$ cat src/rtl/hazard_pkg.sv
// Shared types for the decode hazard scoreboard: register width, slot record, bubble constant.
// Latency: n/a (types and constants only).
// Backpressure: n/a.
package hazard_pkg;

    localparam int REG_W          = 3;
    localparam int NUM_REGS       = 1 << REG_W;
    localparam int WB_LAT_DEFAULT = 3;

    // One in-flight destination register; is_load marks a value only known after MEM.
    typedef struct packed {
        logic             valid;
        logic [REG_W-1:0] rd;
        logic             is_load;
    } slot_t;

    localparam slot_t SLOT_BUBBLE = '{valid: 1'b0, rd: {REG_W{1'b0}}, is_load: 1'b0};

    // One-hot bitmap position for a register select.
    function automatic logic [NUM_REGS-1:0] reg_onehot(input logic [REG_W-1:0] r);
        reg_onehot = NUM_REGS'(1) << r;
    endfunction

endpackage

$ cat src/rtl/decode_hazard_scoreboard_if.sv
// Decode-side register-use bundle plus the scoreboard's stall/issue/status answers.
// Latency: n/a (wires only); stall/issue are combinational, pending/busy registered.
// Backpressure: stall holds PC and IF/ID; flush kills the decode instruction.
interface decode_hazard_scoreboard_if;
    import hazard_pkg::*;

    logic                id_valid;
    logic [REG_W-1:0]    readReg1;
    logic [REG_W-1:0]    readReg2;
    logic                use_rs1;
    logic                use_rs2;
    logic [REG_W-1:0]    writeReg;
    logic                RegWrite;
    logic                MemRead;
    logic                flush;
    logic                stall;
    logic                issue;
    logic [NUM_REGS-1:0] pending;
    logic                busy;

    modport master (
        output id_valid, readReg1, readReg2, use_rs1, use_rs2,
        output writeReg, RegWrite, MemRead, flush,
        input  stall, issue, pending, busy
    );

    modport slave (
        input  id_valid, readReg1, readReg2, use_rs1, use_rs2,
        input  writeReg, RegWrite, MemRead, flush,
        output stall, issue, pending, busy
    );

endinterface

$ cat src/rtl/hazard_slot_cmp.sv
// Compares one tracked slot against both decode sources; reports per-source and load hits.
// Latency: purely combinational.
// Backpressure: none; hits only feed the stall OR-tree.
module hazard_slot_cmp
    import hazard_pkg::*;
(
    input  slot_t            slot_i,
    input  logic [REG_W-1:0] read_reg1_i,
    input  logic [REG_W-1:0] read_reg2_i,
    input  logic             use_rs1_i,
    input  logic             use_rs2_i,
    output logic             hit1_o,
    output logic             hit2_o,
    output logic             load_hit_o
);

    assign hit1_o     = slot_i.valid & use_rs1_i & (slot_i.rd == read_reg1_i);
    assign hit2_o     = slot_i.valid & use_rs2_i & (slot_i.rd == read_reg2_i);
    assign load_hit_o = slot_i.is_load & (hit1_o | hit2_o);

endmodule

$ cat src/rtl/decode_hazard_scoreboard.sv
// RAW hazard scoreboard beside decode: per-stage slot pipeline EX..WB; macro DECODE_HAZARD_FORWARDING_EN limits stalls to load-use.
// Latency: stall/issue combinational; pending/busy registered one cycle after the edge.
// Backpressure: stall holds decode and inserts a bubble; flush overrides stall and squashes young slots.
module decode_hazard_scoreboard
    import hazard_pkg::*;
#(
    parameter int WB_LAT      = WB_LAT_DEFAULT,
    parameter int FLUSH_SLOTS = 1
) (
    input  logic                      clk,
    input  logic                      rst_n,
    decode_hazard_scoreboard_if.slave bus
);

    // The WB slot is not compared: the regfile bypass makes its write visible in decode.
    localparam int CMP_SLOTS = WB_LAT - 1;

    slot_t               slot_q [WB_LAT];
    slot_t               slot_d [WB_LAT];
    logic [CMP_SLOTS-1:0] hit1;
    logic [CMP_SLOTS-1:0] hit2;
    logic [CMP_SLOTS-1:0] load_hit;
    logic [NUM_REGS-1:0] pending_q, pending_d;
    logic                busy_q, busy_d;
    logic                stall_w;
    logic                issue_w;

    for (genvar g = 0; g < CMP_SLOTS; g++) begin : g_cmp
        hazard_slot_cmp u_cmp (
            .slot_i      (slot_q[g]),
            .read_reg1_i (bus.readReg1),
            .read_reg2_i (bus.readReg2),
            .use_rs1_i   (bus.use_rs1),
            .use_rs2_i   (bus.use_rs2),
            .hit1_o      (hit1[g]),
            .hit2_o      (hit2[g]),
            .load_hit_o  (load_hit[g])
        );
    end

`ifdef DECODE_HAZARD_FORWARDING_EN
    // EX/MEM results are forwarded; only a load still in EX cannot supply its value in time.
    assign stall_w = bus.id_valid & ~bus.flush & load_hit[0];
    logic unused_hits;
    assign unused_hits = ^{hit1, hit2, load_hit};
`else
    // Any live match in EX..WB-1 stalls; equal or multiple matches collapse into one stall.
    assign stall_w = bus.id_valid & ~bus.flush & (|{hit1, hit2});
    logic unused_load_hit;
    assign unused_load_hit = ^load_hit;
`endif

    assign issue_w = bus.id_valid & ~stall_w & ~bus.flush;

    // Next slot contents: new entry from decode, unconditional advance, flush squashes young slots.
    always_comb begin
        slot_d[0]         = SLOT_BUBBLE;
        slot_d[0].valid   = issue_w & bus.RegWrite;
        slot_d[0].rd      = bus.writeReg;
        slot_d[0].is_load = bus.MemRead;
        for (int i = 1; i < WB_LAT; i++) begin
            slot_d[i] = slot_q[i-1];
            if (bus.flush && ((i - 1) < FLUSH_SLOTS)) begin
                slot_d[i].valid = 1'b0;
            end
        end
        pending_d = '0;
        busy_d    = 1'b0;
        for (int i = 0; i < WB_LAT; i++) begin
            busy_d = busy_d | slot_d[i].valid;
            if ((i < CMP_SLOTS) && slot_d[i].valid) begin
                pending_d = pending_d | reg_onehot(slot_d[i].rd);
            end
        end
    end

    // Slot pipeline and registered status; reset empties every slot immediately.
    always_ff @(posedge clk or negedge rst_n) begin
        if (!rst_n) begin
            for (int i = 0; i < WB_LAT; i++) begin
                slot_q[i] <= SLOT_BUBBLE;
            end
            pending_q <= '0;
            busy_q    <= 1'b0;
        end else begin
            for (int i = 0; i < WB_LAT; i++) begin
                slot_q[i] <= slot_d[i];
            end
            pending_q <= pending_d;
            busy_q    <= busy_d;
        end
    end

    assign bus.stall   = stall_w;
    assign bus.issue   = issue_w;
    assign bus.pending = pending_q;
    assign bus.busy    = busy_q;

endmodule

$ cat src/flat_wrapper.sv
// flat-port wrapper written by rule: the top's interface ports become plain ports
module decode_hazard_scoreboard_flat import hazard_pkg::*;
#(
    parameter int WB_LAT      = WB_LAT_DEFAULT,
    parameter int FLUSH_SLOTS = 1
)
  (clk, rst_n, bus_id_valid, bus_readReg1, bus_readReg2, bus_use_rs1, bus_use_rs2, bus_writeReg, bus_RegWrite, bus_MemRead, bus_flush, bus_stall, bus_issue, bus_pending, bus_busy);
  decode_hazard_scoreboard_if bus_i ();
  input  logic clk;
  input  logic rst_n;
  input wire logic [$bits(bus_i.id_valid)-1:0] bus_id_valid;
  input wire logic [$bits(bus_i.readReg1)-1:0] bus_readReg1;
  input wire logic [$bits(bus_i.readReg2)-1:0] bus_readReg2;
  input wire logic [$bits(bus_i.use_rs1)-1:0] bus_use_rs1;
  input wire logic [$bits(bus_i.use_rs2)-1:0] bus_use_rs2;
  input wire logic [$bits(bus_i.writeReg)-1:0] bus_writeReg;
  input wire logic [$bits(bus_i.RegWrite)-1:0] bus_RegWrite;
  input wire logic [$bits(bus_i.MemRead)-1:0] bus_MemRead;
  input wire logic [$bits(bus_i.flush)-1:0] bus_flush;
  output wire logic [$bits(bus_i.stall)-1:0] bus_stall;
  output wire logic [$bits(bus_i.issue)-1:0] bus_issue;
  output wire logic [$bits(bus_i.pending)-1:0] bus_pending;
  output wire logic [$bits(bus_i.busy)-1:0] bus_busy;
  assign bus_i.id_valid = bus_id_valid;
  assign bus_i.readReg1 = bus_readReg1;
  assign bus_i.readReg2 = bus_readReg2;
  assign bus_i.use_rs1 = bus_use_rs1;
  assign bus_i.use_rs2 = bus_use_rs2;
  assign bus_i.writeReg = bus_writeReg;
  assign bus_i.RegWrite = bus_RegWrite;
  assign bus_i.MemRead = bus_MemRead;
  assign bus_i.flush = bus_flush;
  assign bus_stall = bus_i.stall;
  assign bus_issue = bus_i.issue;
  assign bus_pending = bus_i.pending;
  assign bus_busy = bus_i.busy;
  decode_hazard_scoreboard #(.WB_LAT(WB_LAT), .FLUSH_SLOTS(FLUSH_SLOTS)) u_core (.clk(clk), .rst_n(rst_n), .bus(bus_i));
endmodule
$ cat config.mk
export PLATFORM = sky130hd
export DESIGN_NAME = decode_hazard_scoreboard_flat
export DESIGN_NICKNAME = d
export VERILOG_FILES = /design/src/rtl/hazard_pkg.sv /design/src/rtl/decode_hazard_scoreboard_if.sv /design/src/rtl/hazard_slot_cmp.sv /design/src/rtl/decode_hazard_scoreboard.sv /design/src/flat_wrapper.sv
export SDC_FILE = /design/constraint.sdc
export NUM_CORES = 1
export LEC_CHECK = 0
export CORE_UTILIZATION = 44
export CTS_CLUSTER_SIZE = 30
export DETAILED_ROUTE_END_ITERATION = 6
export GPL_ROUTABILITY_DRIVEN = 0
export HOLD_SLACK_MARGIN = 0.12
export PLACE_DENSITY = 0.87
export SLEW_MARGIN = 20
export SYNTH_ARGS = -nofsm -noshare
export SYNTH_HDL_FRONTEND = slang
export SYNTH_HIERARCHICAL = 1
export SYNTH_SLANG_ARGS = --single-unit
$ cat constraint.sdc
create_clock -name clk -period 1.96 [get_ports clk]
set_input_delay 0.196 -clock clk [delete_from_list [all_inputs] [get_ports clk]]
set_output_delay 0.196 -clock clk [all_outputs]
set_load 0.02 [all_outputs]
Word level (Yosys, flattened, before mapping) --
Cells that the tools add are included.
Storage, ports and cells: register bits 17, bits in latches 0, RAM bits 0, memory bits (read-only) 0, bits of input ports 17, logic and storage cells 34, memories kept 0
Operators by class: add/subtract/negate cells 0, multipliers 0, divide/modulo/power cells 0, order comparisons 0, eq/ne operators 4, shift-type cells 2, multiplexer cells 3, bitwise operators 18, reduce and logical (&&, ||, !) cells 1
Operators by type and width (number):
- 2-to-1 mux 8 bit | 2
- << shifter 1 x 3 -> 8 bit, first input constant | 2
- bitwise AND 1 bit | 13
- equality test 3 bit | 4
- bitwise OR 8 bit | 1
- OR reduction 4 bit | 1
- inverter 1 bit | 2
- bitwise OR 1 bit | 2
- 2-to-1 mux 1 bit | 1

Longest topological paths before layout --
Gate-level depths: netlist of the first run.
word-level depth 11, gate-level depth with buffers 5, mapped depth without buffers 5

Cells and area by module --
Netlist of the first run, hierarchy kept.
Modules (own cells, without submodules):
- decode_hazard_scoreboard | instances 1, cells each 53, area each 685.7 um^2, seq. area each 475.5 um^2
- hazard_slot_cmp | instances 2, cells each 11, area each 92.6 um^2, seq. area each 0.0 um^2

Worst setup path after synthesis of the first run --
OpenSTA, ideal clock, no wires.
kind reg-to-reg, start register u_core.slot_q (netlist bit u_core/slot_d[6]), end register u_core.busy_q (netlist: u_core/bus.busy), setup time 0.131 ns, data arrival time 1.644 ns, slack 0.184 ns, cell stages (with the launch flop) 6, period minus slack after synthesis 1.776 ns, path through dfrtp_1 xor2_1 nor4_2 nor4_4 and3_2 or3_1
RTL lines:
- from (decl) | line decode_hazard_scoreboard.sv:18 | slot_t slot_q [WB_LAT];
- from (signal, indexed assignment) | line decode_hazard_scoreboard.sv:87 | slot_q[i] <= slot_d[i];
- to (signal assigned) | line decode_hazard_scoreboard.sv:90 | busy_q <= busy_d;
- to (decl) | line decode_hazard_scoreboard.sv:24 | logic busy_q, busy_d;

==> results of run 1 <==
power by group through the flow:
stage / Clock, W / Sequential, W / Combinational (W)
3_3_place_gp: 0 / 0.000379 / 0.000118
2_1_floorplan: 0 / 0.000384 / 0.0000395
4_1_cts: 0.000186 / 0.000372 / 0.000124
3_5_place_dp: 0 / 0.000379 / 0.000124
6_report: 0.000182 / 0.000372 / 0.000128
5_1_grt: 0.000209 / 0.000373 / 0.000136
state kept, by name, indices dropped and copies added, names as in the netlist:
name and count:
u_core/bus.busy 1, u_core/bus.pending 8, u_core/slot_d 7, u_core/slot_q 1
repair_timing:
action / CTS / global route
endpoints found under the setup margin: 3 / 3
resized for setup: 8 / 3
pin swaps: 1 / 0
cell type report:
type	count	area (um2)
Fill cell	141	539
Timing Repair Buffer	34	317
Tap cell	25	31.3
Multi-Input combinational cell	54	388
Sequential cell	17	425
Clock buffer	4	26.3
layer usage:
layer / global-route usage [%] / wire length (um) / vias to the layer above / share of wire, %
met5: 0 / 0 / - / 0
li1: - / - / 321 / -
met1: 26.8 / 844 / 343 / 42
met2: 39.1 / 988 / 41 / 49
met4: 10.3 / 85 / 0 / 4.2
met3: 2.40 / 93 / 15 / 4.6
worst reg2reg max path, stage by stage (launching register included):
cell and delay (ns):
sky130_fd_sc_hd__dfrtp_1 0.44, sky130_fd_sc_hd__buf_4 0.16, sky130_fd_sc_hd__xor2_2 0.14, sky130_fd_sc_hd__nor4_2 0.28
sky130_fd_sc_hd__nor4_4 0.10, sky130_fd_sc_hd__buf_4 0.16, sky130_fd_sc_hd__and3_2 0.20, sky130_fd_sc_hd__or3_1 0.37
how the worst max path moves through the flow:
stage	start	endpoint	slack [ns]	cells after the start
2_1_floorplan	u_core/slot_d[6]	u_core/bus.busy	0.23	5
3_3_place_gp	bus_readReg1[0]	bus_stall	-0.31	6
3_5_place_dp	bus_readReg2[2]	bus_stall	-0.37	6
4_1_cts	u_core/slot_d[7]	u_core/bus.busy	0.02	6
5_1_grt	u_core/slot_d[8]	bus_stall	-0.06	6
6_report	u_core/slot_d[8]	u_core/bus.busy	-0.005	7
metrics by stage:
stage	power, W	std cells	setup slack [ns]	hold WS (ns)	area, um2
final	0.000682	134	-0.00524	0.342	1190
after global routing	0.000718	134	-0.0607	0.403	1190
after CTS	0.000682	134	0.0163	0.361	1170
after detailed placement	0.000503	130	-0.372	0.538	1160
after global placement	0.000496	130	-0.307	0.507	1160
after floorplan	0.000424	71	0.229	-0.0996	806
==> impl.org, run 1 <==
** Floorplanning
- Cell Rows :: 15
- Initial core utilization :: 46.7%
- In this run the vertical extent of the chip is 44.8 um.
- The total area inside the core boundary comes to 1730 um2.
- In this run the count of I/O pins placed on the die edge is 28.
- The die covers 2010 um2.
- Chip Width :: 44.8 um

** Drt
- After detailed routing, the average wire length per cell comes to 15.0 um.
- Wires add up to 2.01 mm.
- Vias per cell :: 5.37
- Routed via count :: 720
- Number of nets still failing antenna checks after routing :: 0
- Number of remaining DRC errors :: 0
- For this block, the initial DRC count from the detailed router was 32.
- Total iterations of the first detailed-routing run :: 4

** Setup path
- Reg-to-reg startpoint :: u_core/slot_d[8]
- Of all nets on the critical path, the largest fanout is 3.
- Critical path arrival :: 2.12 ns
- Crit path largest cell delay :: 0.44 ns
- STA classifies the critical path startpoint as a flip-flop.
- Slowest cell on the critical path :: sky130_fd_sc_hd__dfrtp_1
- Cell repeated most along the worst path :: sky130_fd_sc_hd__buf_4
- For the worst flop-to-flop path, the logic depth is 7.
- Among cell families on the critical path, the largest total delay comes from simple AND/OR/NAND/NOR gates.
- For the worst setup path, the data required time is 2.12 ns.
- Class of the most critical setup path :: reg2reg
- STA classifies the critical path endpoint as a flip-flop.
- R2R Setup Slk :: -0.005 ns
- Worst path cell trace :: buf_4, xor2_2, nor4_2, nor4_4, buf_4, and3_2, or3_1
- Critical path buffers and inverters :: 2
- Terminus of the critical flop-to-flop path :: u_core/bus.busy

** Timing
- At the pin with the least slew margin, the transition time is 0.742 ns.
- Highest clock rate :: 509 MHz
- Shortest period the worst path allows :: 1.97 ns
- Clock skew on the completed layout was measured at 0.00459 ns.
- Final number of setup-violating endpoints :: 1
- Final Hold Vio Count :: 0
- Across all setup checks in the final design, the least slack found is -0.00524 ns.
- Tightest slew margin relative to the limit :: 50.3%
- Setup repair after global routing could not meet its margin everywhere.
- Setup TNS :: -0.00524 ns
- Final cycle utilization of the critical path :: 100%
- Final number of max-transition violations :: 0

** Clocking
- Clk_lat worst skew :: 0.28 ns
- Clock-pin slew was measured on the worst setup and hold paths at 0.09 ns.
- CTS tree :: done
- In this run, post-CTS hold repair placed 0 buffers.
- Num CTS Buffers :: 3
- No sink is reached through more buffers than the 2 on the longest clock path.
- The number of setup buffers added after CTS is 0.
- In this run the number of H-tree levels came out at 1.
- Clock tree synthesis selected as its root buffer the cell sky130_fd_sc_hd__clkbuf_4.
- For this design, the sink count on the clock tree is 17.

** Global route
- Largest net degree at the start of global routing :: 18
- The total overflow left after global routing is 0.
- The number of global-route vias before repair was 679.
- Global routing used 22.1% of the available tracks.
- The initial antenna violation count is 0.
- The first global-routing pass estimated 3.03 mm of wire.

** Layout
- Share of post-route cells with drive strength above 1 :: 20.2%
- Final net count :: 127
- Leaving out fill and tap cells, the most frequent cell in the layout is sky130_fd_sc_hd__clkdlybuf4s50_1.
- For this run, the share of the core covered by cells in the final layout is 68.8%.
- Leaving out fill and tap cells, the most frequent cells in the layout are 24 x sky130_fd_sc_hd__clkdlybuf4s50_1, 17 x sky130_fd_sc_hd__dfrtp_1, 11 x sky130_fd_sc_hd__xor2_1, 10 x sky130_fd_sc_hd__nand2_1.
- Antenna diode count :: 0
- Layout-stage area growth over the synthesis result :: 47.4%

** Power
- Leakage dissipation :: 0.509 nW
- The clock network accounts for 26.7% of the total power.
- Power spread over the standard cell area amounts to 575 nW/um2.
- The worst-case IR drop observed on VDD is 0.394 mV.
- Switching share of total power :: 25.6%
- Summed over all nets, the switching power comes to 0.000175 W.
- Cell internal power was estimated by the tool at 0.000508 W.
- Sequential cells account for 54.5% of the total power.
- Combinational logic burns 18.7% of the power.

** Synth
- Post-Syn Area :: 806 um2
- The Yosys step of the flow raised 6 warnings.
- The number of nets handed over by synthesis was 88.
- Each instance of the synthesized netlist takes up on average 11.3 um2.
- Cell count after synthesis :: 71

** Place
- Estimated wirelength of the detail-placed design :: 1.56 mm
- The count of buffers added on input and output ports is 26.

** Min path
- The path class of the tightest hold or removal check is in2async.

** Run status
- Violated checks :: setup timing
- The flow ran to the end, but the final reports show violations.

** Run
- Count of maximum capacitance violations :: 0
No activity file was read; power rests on OpenSTA's default activity.
==> run 2: changes to the inputs <==
--- a/config.mk
+++ b/config.mk
@@ -5,6 +5,7 @@
 export SDC_FILE = /design/constraint.sdc
 export NUM_CORES = 1
 export LEC_CHECK = 0
+export CORE_ASPECT_RATIO = 1.25
 export CORE_UTILIZATION = 44
 export CTS_CLUSTER_SIZE = 30
 export DETAILED_ROUTE_END_ITERATION = 6
==> run 2 against run 1 <==
The run now ends clean; via count decreased by 5.4%; clock power about the same; non-clock buffer count decreased by 2; die area about the same; flip-flop and latch count unchanged; critical endpoint is now bus_stall; sequential share of layout area decreased by 0.64 points; worst setup slack improved by 0.059 ns; first-iteration DRC count decreased by 28%; largest cell class is now multi-input combinational cells.
==> impl.org, run 2 (same netlist as run 1, synthesis figures left out) <==
** Run status
- Outcome: finished, final reports clean (was finished, violations left).

** Setup path
- Terminus of the critical flop-to-flop path :: u_core/bus.busy (unchanged)
- Type of destination of the critical path :: output port (was flip-flop)
- The data required time at the worst endpoint was 1.76 ns (was 2.12 ns).
- The type of origin of the critical path is an input port (was flip-flop).
- Number of cells traversed by the worst register-to-register path :: 6 (was 7)
- R2R Setup Slk :: 0.09 ns (was -0.005 ns)
- The arrival time of the worst setup path is 1.71 ns (was 2.12 ns).
- Largest fanout on the critical path :: 3 (unchanged)
- The end point of the critical path is bus_stall (was u_core/bus.busy).
- Reg-to-reg startpoint :: u_core/slot_d[7] (was u_core/slot_d[8])
- The category of the most critical setup path was in2out (was reg2reg).
- Worst setup startpoint :: bus_readReg1[1] (was u_core/slot_d[8])

** Floorplanning
- The horizontal die dimension is 40.3 um (was 44.8 um).
- The total I/O pin count was 28 (unchanged).
- The floorplan core area came to 1640 um2 (was 1730 um2).
- Cell Rows :: 16 (was 15)
- The floorplan die area is 2010 um2 (about the same).
- The initial cell density of the core was 49.1% (was 46.7%).
- Chip Height :: 49.8 um (was 44.8 um)

** Timing
- Unrepaired setup endpoints after global routing: yes (unchanged).
- Highest clock rate :: 524 MHz (was 509 MHz)
- The slew at the pin closest to its max-slew limit was 0.717 ns (was 0.742 ns).
- The worst-case headroom to the max-slew limit came to 52.1% (was 50.3%).
- The final sum of negative setup slack was 0 ns (was -0.00524 ns).
- Final Hold Vio Count :: 0 (unchanged)
- The minimum period implied by the final worst setup slack came to 1.91 ns (was 1.97 ns).
- The minimum hold slack was 0.331 ns (was 0.342 ns).
- Final number of max-transition violations :: 0 (unchanged)
- Final cycle utilization of the critical path :: 97.3% (was 100%)
- The total of endpoints with negative setup slack in the final report was 0 (was 1).
- Post-Route Skew :: 0.00363 ns (was 0.00459 ns)

** Clocking
- Max Root-Sink Buffers :: 2 (unchanged)
- Register clock-pin slew on the reported worst setup and hold paths :: 0.09 ns (about the same)
- Clock net sink count :: 17 (unchanged)
- Clk_lat worst skew :: 0.29 ns (was 0.28 ns)
- Level count of the clock H-tree :: 1 (unchanged)
- The cts-stage hold buffer count is 0 (unchanged).
- Root buffer selected by CTS :: sky130_fd_sc_hd__clkbuf_4 (unchanged)
- CTS tree :: done (unchanged)
- The number of buffers created by CTS is 3 (unchanged).

** Min path
- The kind of path behind the tightest hold check is in2async (unchanged).

** Drt
- Vias per cell :: 5.45 (was 5.37)
- Total wire length :: 1.85 mm (was 2.01 mm)
- The number of remaining DRC errors was 0 (unchanged).
- Total iterations of the first detailed-routing run :: 4 (unchanged)
- Wire per inst :: 14.8 um (was 15.0 um)
- Number of nets still failing antenna checks after routing :: 0 (unchanged)
- The total vias in the final route is 681 (was 720).
- The number of DRC markers after the initial detailed-route iteration came to 23 (was 32).

** Layout
- The final instance area came to 1220 um2 (was 1190 um2).
- The final net count is 125 (was 127).
- Highest-count cells in the layout ignoring fill and taps :: 24 x sky130_fd_sc_hd__clkdlybuf4s50_1, 15 x sky130_fd_sc_hd__dfrtp_1, 10 x sky130_fd_sc_hd__nand2_1, 8 x sky130_fd_sc_hd__o21ai_0, 8 x sky130_fd_sc_hd__xor2_1 (was 24 x sky130_fd_sc_hd__clkdlybuf4s50_1, 17 x sky130_fd_sc_hd__dfrtp_1, 11 x sky130_fd_sc_hd__xor2_1, 10 x sky130_fd_sc_hd__nand2_1)
- The most frequent standard cell in the layout excluding fill and tap cells is sky130_fd_sc_hd__clkdlybuf4s50_1 (unchanged).
- The area overhead of the layout relative to synthesis came to 50.9% (was 47.4%).
- The number of diodes came to 0 (unchanged).
- The flip-flop count of the largest register, all copies and words added was 8 (unchanged).
- The share of layout cells above drive strength 1 came to 23.4% (was 20.2%).
- Non-Filler Instances :: 125 (was 134)
- The post-route core utilization is 74.1% (was 68.8%).
- The number of filler cells placed in the layout was 115 (was 141).

** Place
- Instance area at placement :: 1120 um2 (was 1160 um2)
- Placed cells :: 119 (was 130)
- Count of input and output buffers :: 26 (unchanged)
- Estimated wirelength of the detail-placed design :: 1.36 mm (was 1.56 mm)

** Global route
- Global-route wire length before repair :: 3.01 mm (was 3.03 mm)
- Largest net degree at the start of global routing :: 18 (unchanged)
- The initial antenna violation count is 0 (unchanged).
- GR Util All Layers :: 22.4% (was 22.1%)
- The number of global-route vias before repair is 694 (was 679).
- The remaining global-route overflow is 0 (unchanged).

** Power
- Leakage dissipation :: 0.507 nW (was 0.509 nW)
- The power density over the cells was 563 nW/um2 (was 575 nW/um2).
- The worst-case vdd ir drop is 0.352 mV (was 0.394 mV).

** Run
- Count of maximum capacitance violations :: 0 (unchanged)
## run 2: cell types whose count changed in the layout (fill, tap and decap cells not counted), moves of 2 or more
cell                      previous run  this run
sky130_fd_sc_hd__xor2_1             11         8
sky130_fd_sc_hd__buf_4               8         6
sky130_fd_sc_hd__dfrtp_1            17        15
sky130_fd_sc_hd__dfrtp_2             0         2
sky130_fd_sc_hd__xor2_2              1         3
## run 2: worst max-delay path, stage by stage
cell	delay (ns)
sky130_fd_sc_hd__clkdlybuf4s50_1	0.56
sky130_fd_sc_hd__xor2_1	0.19
sky130_fd_sc_hd__nor4_2	0.08
sky130_fd_sc_hd__nor4_4	0.33
sky130_fd_sc_hd__and2b_1	0.23
sky130_fd_sc_hd__buf_6	0.13
## run 2: worst min-delay path by stage
stage | startpoint | to | slack [ns] | cells past startpoint
final | rst_n | u_core/bus.pending[5] | 0.33 | 1
after global placement | u_core/slot_d[4] | u_core/bus.busy | 0.51 | 1
after CTS | rst_n | u_core/bus.pending[5] | 0.35 | 1
after global routing | rst_n | u_core/bus.pending[4] | 0.38 | 1
after detailed placement | u_core/slot_d[4] | u_core/bus.busy | 0.51 | 1
after floorplan | rst_n | u_core/bus.busy | -0.1 | 0
## run 2: cell type report
type                       instances  area, um2  share of cell area [%]
multi-input combinational         54        432                    35.5
sequential                        17        428                    35.2
timing repair buffer              32        308                    25.3
clock buffer                       4       26.3                    2.16
tap                               18       22.5                    1.85
## run 2: power by group
group          internal [W]  switching, W
sequential         0.000363     0.0000113
combinational     0.0000681     0.0000622
clock             0.0000791      0.000102
total              0.000510      0.000175
## run 2: per-layer routing
layer	global-route usage, %	wire length (um)
met1	28.6	777
met2	33.9	926
met3	4.05	83
met4	12.8	60
met5	0	0
## run 2: timing repair
action	in CTS	in global routing
gates resized for setup	8	13
pin swaps	2	5
cloned	0	0
setup endpoints to repair	2	3
setup buffers	0	2
## run 2: per-stage QoR
stage               worst slack, ns  total power (W)
detailed placement           -0.357         0.000494
finish                       0.0534         0.000685
floorplan                     0.229         0.000424
global placement             -0.308         0.000490
global route                -0.0261         0.000728
CTS                          0.0371         0.000673
